[config.mk]
export PLATFORM = sky130hd
export DESIGN_NAME = temp_sensor_reader
export DESIGN_NICKNAME = d
export VERILOG_FILES = /design/src/rtl/temp_pkg.sv /design/src/rtl/temp_hyst_track.sv /design/src/rtl/temp_sensor_reader.sv
export SDC_FILE = /design/constraint.sdc
export NUM_CORES = 1
export LEC_CHECK = 0
export CAP_MARGIN = 20
export CORE_ASPECT_RATIO = 1.4
export CORE_MARGIN = 4
export CORE_UTILIZATION = 36
export CTS_CLUSTER_SIZE = 40
export DETAILED_ROUTE_END_ITERATION = 12
export DONT_BUFFER_PORTS = 1
export SLEW_MARGIN = 10
export SYNTH_ARGS = -nofsm -noshare
export SYNTH_HDL_FRONTEND = slang
export SYNTH_SLANG_ARGS = --single-unit
[constraint.sdc]
create_clock -name temp_clk -period 2.5 [get_ports temp_clk]
set_input_delay 0.5 -clock temp_clk [delete_from_list [all_inputs] [get_ports temp_clk]]
set_output_delay 0.5 -clock temp_clk [all_outputs]
set_load 0.005 [all_outputs]
[src/rtl/temp_pkg.sv]
// temp_pkg: shared definitions for the on-die temperature sensor reader.
//   TEMP_W          - width of a sensor reading
//   *_DEF           - default pacing parameters for temp_sensor_reader
//   state_e         - handshake FSM states
package temp_pkg;

  localparam int TEMP_W         = 10;
  localparam int PERIOD_CYC_DEF = 4096;
  localparam int CS_LOW_CYC_DEF = 8;
  localparam int STABLE_CNT_DEF = 2;

  typedef enum logic [2:0] {
    ST_IDLE    = 3'd0,
    ST_WAIT    = 3'd1,
    ST_CHECK   = 3'd2,
    ST_CAPTURE = 3'd3,
    ST_CS_LOW  = 3'd4,
    ST_CS_HIGH = 3'd5
  } state_e;

endpackage

[src/rtl/temp_hyst_track.sv]
// temp_hyst_track: running maximum and hysteresis alarm over a strobed sample
// stream. Shared with the voltage monitor, hence the width parameter.
//   clk_i, rst_n_i   - clock, async active-low reset
//   sample_i         - value being captured this cycle
//   sample_vld_i     - capture strobe (result visible the next cycle)
//   thr_hi_i/lo_i    - alarm set / clear thresholds (unsigned, lo <= hi)
//   clr_max_i        - clear running maximum
//   max_o, over_o    - registered running maximum and alarm
module temp_hyst_track #(
  parameter int W = 10
) (
  input  logic         clk_i,
  input  logic         rst_n_i,
  input  logic [W-1:0] sample_i,
  input  logic         sample_vld_i,
  input  logic [W-1:0] thr_hi_i,
  input  logic [W-1:0] thr_lo_i,
  input  logic         clr_max_i,
  output logic [W-1:0] max_o,
  output logic         over_o
);

  logic [W-1:0] max_q, max_d;
  logic         over_q, over_d;

  // Next maximum / alarm; a capture coinciding with a clear restarts the
  // maximum from the captured value rather than from zero.
  always_comb begin
    max_d  = max_q;
    over_d = over_q;
    if (sample_vld_i) begin
      if (clr_max_i || (sample_i > max_q)) begin
        max_d = sample_i;
      end else begin
        max_d = max_q;
      end
      if (sample_i > thr_hi_i) begin
        over_d = 1'b1;
      end else if (sample_i < thr_lo_i) begin
        over_d = 1'b0;
      end else begin
        over_d = over_q;
      end
    end else if (clr_max_i) begin
      max_d = '0;
    end else begin
      max_d = max_q;
    end
  end

  // Tracking registers.
  always_ff @(posedge clk_i or negedge rst_n_i) begin
    if (!rst_n_i) begin
      max_q  <= '0;
      over_q <= 1'b0;
    end else begin
      max_q  <= max_d;
      over_q <= over_d;
    end
  end

  assign max_o  = max_q;
  assign over_o = over_q;

endmodule

[src/rtl/temp_sensor_reader.sv]
// temp_sensor_reader: paces sensor conversions with a CS low pulse, captures
// the 10-bit reading once stable, and tracks max / over-temperature.
//   temp_clk, reset_n   - clock, async active-low reset
//   enable              - run periodic reads
//   cs_n_1_4            - chip select to sensor (idle high, registered)
//   temp_data           - reading published by the sensor (same clock domain)
//   thr_hi, thr_lo      - over-temp set / clear thresholds
//   clr_max             - clear max_temp
//   sample, sample_vld  - last reading and its one-cycle update strobe
//   max_temp, over_temp - running maximum and hysteresis alarm
//   busy                - FSM not idle
module temp_sensor_reader
  import temp_pkg::*;
#(
  parameter int PERIOD_CYC = PERIOD_CYC_DEF,
  parameter int CS_LOW_CYC = CS_LOW_CYC_DEF,
  parameter int STABLE_CNT = STABLE_CNT_DEF
) (
  input  logic              temp_clk,
  input  logic              reset_n,
  input  logic              enable,
  output logic              cs_n_1_4,
  input  logic [TEMP_W-1:0] temp_data,
  input  logic [TEMP_W-1:0] thr_hi,
  input  logic [TEMP_W-1:0] thr_lo,
  input  logic              clr_max,
  output logic [TEMP_W-1:0] sample,
  output logic              sample_vld,
  output logic [TEMP_W-1:0] max_temp,
  output logic              over_temp,
  output logic              busy
);

  localparam int PER_W = (PERIOD_CYC > 1) ? $clog2(PERIOD_CYC) : 1;
  localparam int CS_W  = (CS_LOW_CYC > 1) ? $clog2(CS_LOW_CYC) : 1;
  localparam int STB_W = $clog2(STABLE_CNT + 1);

  localparam logic [PER_W-1:0] PER_RELOAD = PER_W'(PERIOD_CYC - 1);
  localparam logic [PER_W-1:0] PER_ONE    = PER_W'(1);
  localparam logic [CS_W-1:0]  CS_RELOAD  = CS_W'(CS_LOW_CYC - 1);
  localparam logic [CS_W-1:0]  CS_ONE     = CS_W'(1);
  localparam logic [STB_W-1:0] STB_LAST   = STB_W'(STABLE_CNT - 1);
  localparam logic [STB_W-1:0] STB_ONE    = STB_W'(1);

  state_e             state_q, state_d;
  logic [PER_W-1:0]   per_cnt_q, per_cnt_d;
  logic [CS_W-1:0]    cs_cnt_q, cs_cnt_d;
  logic [STB_W-1:0]   stb_cnt_q, stb_cnt_d;
  logic [TEMP_W-1:0]  prev_q;
  logic               first_done_q, first_done_d;
  logic [TEMP_W-1:0]  sample_q, sample_d;
  logic               sample_vld_q, sample_vld_d;
  logic               cs_n_q, cs_n_d;
  logic               busy_q, busy_d;
  logic               not_ready_s;
  logic               cap_s;

  // A zero reading before any real capture means the sensor has not yet
  // completed its first conversion.
  assign not_ready_s = (temp_data == '0) && !first_done_q;
  assign cap_s       = (state_q == ST_CAPTURE) && !not_ready_s;

  // State and datapath registers.
  always_ff @(posedge temp_clk or negedge reset_n) begin
    if (!reset_n) begin
      state_q      <= ST_IDLE;
      per_cnt_q    <= '0;
      cs_cnt_q     <= '0;
      stb_cnt_q    <= '0;
      prev_q       <= '0;
      first_done_q <= 1'b0;
      sample_q     <= '0;
      sample_vld_q <= 1'b0;
      cs_n_q       <= 1'b1;
      busy_q       <= 1'b0;
    end else begin
      state_q      <= state_d;
      per_cnt_q    <= per_cnt_d;
      cs_cnt_q     <= cs_cnt_d;
      stb_cnt_q    <= stb_cnt_d;
      prev_q       <= temp_data;
      first_done_q <= first_done_d;
      sample_q     <= sample_d;
      sample_vld_q <= sample_vld_d;
      cs_n_q       <= cs_n_d;
      busy_q       <= busy_d;
    end
  end

  // Next state and counters. The period counter only reloads on entry to a
  // wait, so it never wraps.
  always_comb begin
    state_d   = state_q;
    per_cnt_d = per_cnt_q;
    cs_cnt_d  = cs_cnt_q;
    stb_cnt_d = stb_cnt_q;
    case (state_q)
      ST_IDLE: begin
        if (enable) begin
          state_d   = ST_WAIT;
          per_cnt_d = PER_RELOAD;
        end else begin
          state_d = ST_IDLE;
        end
      end
      ST_WAIT: begin
        if (!enable) begin
          state_d = ST_IDLE;
        end else if (per_cnt_q == '0) begin
          state_d   = ST_CHECK;
          stb_cnt_d = '0;
        end else begin
          per_cnt_d = per_cnt_q - PER_ONE;
        end
      end
      ST_CHECK: begin
        if (temp_data != prev_q) begin
          stb_cnt_d = '0;
        end else if (stb_cnt_q == STB_LAST) begin
          state_d   = ST_CAPTURE;
          stb_cnt_d = '0;
        end else begin
          stb_cnt_d = stb_cnt_q + STB_ONE;
        end
      end
      ST_CAPTURE: begin
        if (not_ready_s) begin
          state_d   = ST_WAIT;
          per_cnt_d = PER_RELOAD;
        end else begin
          state_d  = ST_CS_LOW;
          cs_cnt_d = CS_RELOAD;
        end
      end
      ST_CS_LOW: begin
        // enable is deliberately ignored so the pulse is never truncated.
        if (cs_cnt_q == '0) begin
          state_d = ST_CS_HIGH;
        end else begin
          cs_cnt_d = cs_cnt_q - CS_ONE;
        end
      end
      ST_CS_HIGH: begin
        per_cnt_d = PER_RELOAD;
        if (enable) begin
          state_d = ST_WAIT;
        end else begin
          state_d = ST_IDLE;
        end
      end
      default: begin
        state_d = ST_IDLE;
      end
    endcase
  end

  // Outputs are registered from the next state so cs_n / busy line up with
  // the state they describe.
  always_comb begin
    cs_n_d       = (state_d != ST_CS_LOW);
    busy_d       = (state_d != ST_IDLE);
    sample_vld_d = cap_s;
    first_done_d = first_done_q | cap_s;
    if (cap_s) begin
      sample_d = temp_data;
    end else begin
      sample_d = sample_q;
    end
  end

  temp_hyst_track #(
    .W (TEMP_W)
  ) u_hyst (
    .clk_i        (temp_clk),
    .rst_n_i      (reset_n),
    .sample_i     (temp_data),
    .sample_vld_i (cap_s),
    .thr_hi_i     (thr_hi),
    .thr_lo_i     (thr_lo),
    .clr_max_i    (clr_max),
    .max_o        (max_temp),
    .over_o       (over_temp)
  );

  assign cs_n_1_4   = cs_n_q;
  assign sample     = sample_q;
  assign sample_vld = sample_vld_q;
  assign busy       = busy_q;

endmodule

==> flow_metrics.env <==
export IMPL_status="complete, no violations"
export IMPL_syn_num_nets=386
export IMPL_gp_congestion=0.8276
export IMPL_cp_end_kind="register"
export IMPL_firstDrtPassIters=4
export IMPL_setup_viol=0
export IMPL_startpoint_type="register"
export IMPL_maxCapViolations=0
export IMPL_crit_fanout=9
export IMPL_num_rows=40
export IMPL_crit_type="reg -> reg"
export IMPL_crit_path_max_incr_delay_ps=550
export IMPL_clkTransAtPathRegs_ps=70
export IMPL_synth_cell_types=61
export IMPL_rsz0062_at_grt="no"
export IMPL_htreeDepth=2
export IMPL_viasPerCell=5.433
export IMPL_finalWirelength_um=7260
export IMPL_ys_ff_latch=55
export IMPL_hold_viol=0
export IMPL_cp_slowest_cell="or4_4"
export IMPL_first_iter_violations=169
export IMPL_numPortBuffers=0
export IMPL_final_max_slew_viol_count=0
export IMPL_use_met1=0.1797
export IMPL_die_y_um=119.3
export IMPL_layout_cells_non_filler=436
export IMPL_hold_class="in -> async"
export IMPL_stdcell_area_um2=3543
export IMPL_maxSlewHeadroom=0.6915
export IMPL_yosysMostFrequentCell="dfrtp_1"
export IMPL_timing_final_crit_share=0.9275
export IMPL_max_clock_path_buffers=2
export IMPL_route_detailed_drc=0
export IMPL_grt_pass1_vias=2439
export IMPL_dp_hpwl_um=5644
export IMPL_post_place_cells=427
export IMPL_drive_gt1_frac=0.1118
export IMPL_fmaxAchievable_mhz=431.3
export IMPL_syn2layout_area_growth_pct=11.19
export IMPL_netlist_instances=320
export IMPL_skew_ps=2.723
export IMPL_grt_ovfl_total=0
export IMPL_synth_top_area_share=0.4240
export IMPL_io_pins=58
export IMPL_die_w_um=87.52
export IMPL_yosys_top_cells_count="dfrtp_1, inv_1, ha_1, nand2_1, a21oi_1"
export IMPL_core_um2=8608
export IMPL_postCtsSetupBuffers=0
export IMPL_total_leakage_power_nw=1.712
export IMPL_busiest_layer="met2"
export IMPL_period_needed_ps=2319
export IMPL_grt_usage=0.1460
export IMPL_gr_usage_met2=0.2557
export IMPL_grt_max_degree=55
export IMPL_clock_sinks=55
export IMPL_syn_area_per_cell_um2=9.959
export IMPL_dieArea_um2=10440
export IMPL_start_util=0.3702
export IMPL_cts_tree="yes"
export IMPL_wl_per_cell_um=16.65
export IMPL_power_total_mw=2.046
export IMPL_critPathRequiredTime_ps=2720
export IMPL_place_area_um2=3346
export IMPL_clk_insertion_delay_late_ps=290
export IMPL_grt_pass1_wl_um=12160
export IMPL_cp_buffers_inverters=1
export IMPL_crit_chain="inv_1, ha_1, or4b_4, or4_4, and4_4, and3_1, o21ai_1"
export IMPL_antenna_left=0
export IMPL_finalNetCount=396
export IMPL_yosys_area_top_type="dfrtp_1"
export IMPL_fin_setup_tns_ps=0
export IMPL_netlist_top_cells_area="dfrtp_1, ha_1, inv_1, xor2_1, a21o_1"
export IMPL_seq_area_frac_synth=0.4323
export IMPL_yosys_warnings=0
export IMPL_tightestPinTransition_ps=462.8
export IMPL_cp_arrival_ps=2540
export IMPL_syn_area_um2=3187
export IMPL_cts_root_buf="clkbuf_16"
export IMPL_ir_worst_vdd_mv=0.3611
export IMPL_synth_edf_count=0
export IMPL_num_vias=2369
export IMPL_use_met3=0.02907
export IMPL_cts_buffers=5
export IMPL_powerDensity_nw_per_um2=577.4
export IMPL_grt_antenna_before_repair=0
export IMPL_path_delay_family="simple AND/OR/NAND/NOR gates"
export IMPL_antenna_cells=0
export IMPL_async_reset_ff_frac=1.000
export IMPL_ys_dominant_reg_cell="dfrtp_1"
export IMPL_postLayoutCoreUtil=0.4116
## per-stage QoR
| step | hold WS (ps) | setup WS [ps] |
|---|---|---|
| 2_1_floorplan | 204.4 | 130.4 |
| 3_3_place_gp | 207.1 | 79.86 |
| 3_5_place_dp | 207.3 | 54.27 |
| 4_1_cts | 41.09 | 41.76 |
| 5_1_grt | 31.24 | 56.07 |
| 6_report | 43.96 | 181.4 |
## layout by cell type (no fill, tap or decap), types with 8 or more instances in the layout
cell     count
xor2_1      12
inv_1       45
buf_4       10
nor2_1      12
dfrtp_1     54
nand4_1      8
ha_1        32
a21o_1      10
nor3_1       9
nand2_1     20
a21oi_1     14
## worst register-to-register path, delay by kind of cell (launching register included)
family | cells | cell delay [ps]
DFF | 1 | 380
buffers and inverters | 1 | 90
AOI/OAI and AO/OA | 1 | 110
and+or+nand+nor | 4 | 1470
adders and majority gates | 1 | 200
## report_power, final
part	switching (mW)	internal [mW]	total [mW]	leakage (nW)
Combinational	0.193	0.155	0.348	0.978
Sequential	0.0295	0.938	0.967	0.661
Clock	0.329	0.401	0.730	0.0731
## final cells by class
class | count | area, µm²
timing repair buffer | 11 | 102.6
fill | 863 | 5065
inverter | 45 | 168.9
tap | 105 | 131.4
sequential | 55 | 1378
clock inverter | 2 | 16.27
clock buffer | 6 | 138.9
multi-input combinational | 212 | 1608
## logic make-up after synthesis
kind of cell,synth area share
simple gates,0.1618
compound gates,0.1496
flops,0.4323
buf+inv,0.06792
fa+ha+maj,0.1256
xor+xnor,0.03848
mux,0.02434
## what timing repair did
item	4_1_cts	5_1_grt
endpoints found under the hold margin	54	0
gates resized for setup	0	3
endpoints found under the setup margin	0	14
hold buffers	1	0
## flip-flops by register name, indices dropped and copies added, names as in the netlist
| register | flops |
|---|---|
| stb_cnt_q | 2 |
| state_q | 3 |
| sample_vld | 1 |
| sample | 10 |
| busy | 1 |
| u_hyst.max_o | 10 |
| prev_q | 10 |
| cs_n_1_4 | 1 |
| per_cnt_q | 12 |
| u_hyst.over_o | 1 |
| first_done_q | 1 |
| cs_cnt_q | 3 |
## routing by layer
layer | vias to the layer above | wire length (µm)
met4 | 0 | 125
met1 | 1165 | 2990
met2 | 38 | 3877
met3 | 13 | 266
li1 | 1153 | -
met5 | - | 0
## final timing paths
path                                           from  slack (ps)                           to  cells past startpoint
max                        per_cnt_q[0]$_DFFE_PN0P_         180     per_cnt_q[5]$_DFFE_PN0P_                      7
min                                         reset_n          40           cs_n_1_4$_DFF_PN1_                      0
max reg2reg                per_cnt_q[0]$_DFFE_PN0P_         180     per_cnt_q[5]$_DFFE_PN0P_                      7
min reg2reg                  first_done_q$_DFF_PN0_         460       first_done_q$_DFF_PN0_                      1
max in group asynchronous                   reset_n        2200  u_hyst.max_o[2]$_DFFE_PN0P_                      1
min in group temp_clk                  temp_data[8]         230          prev_q[8]$_DFF_PN0_                      0
Note: power is estimated with default switching activity, not from simulation.
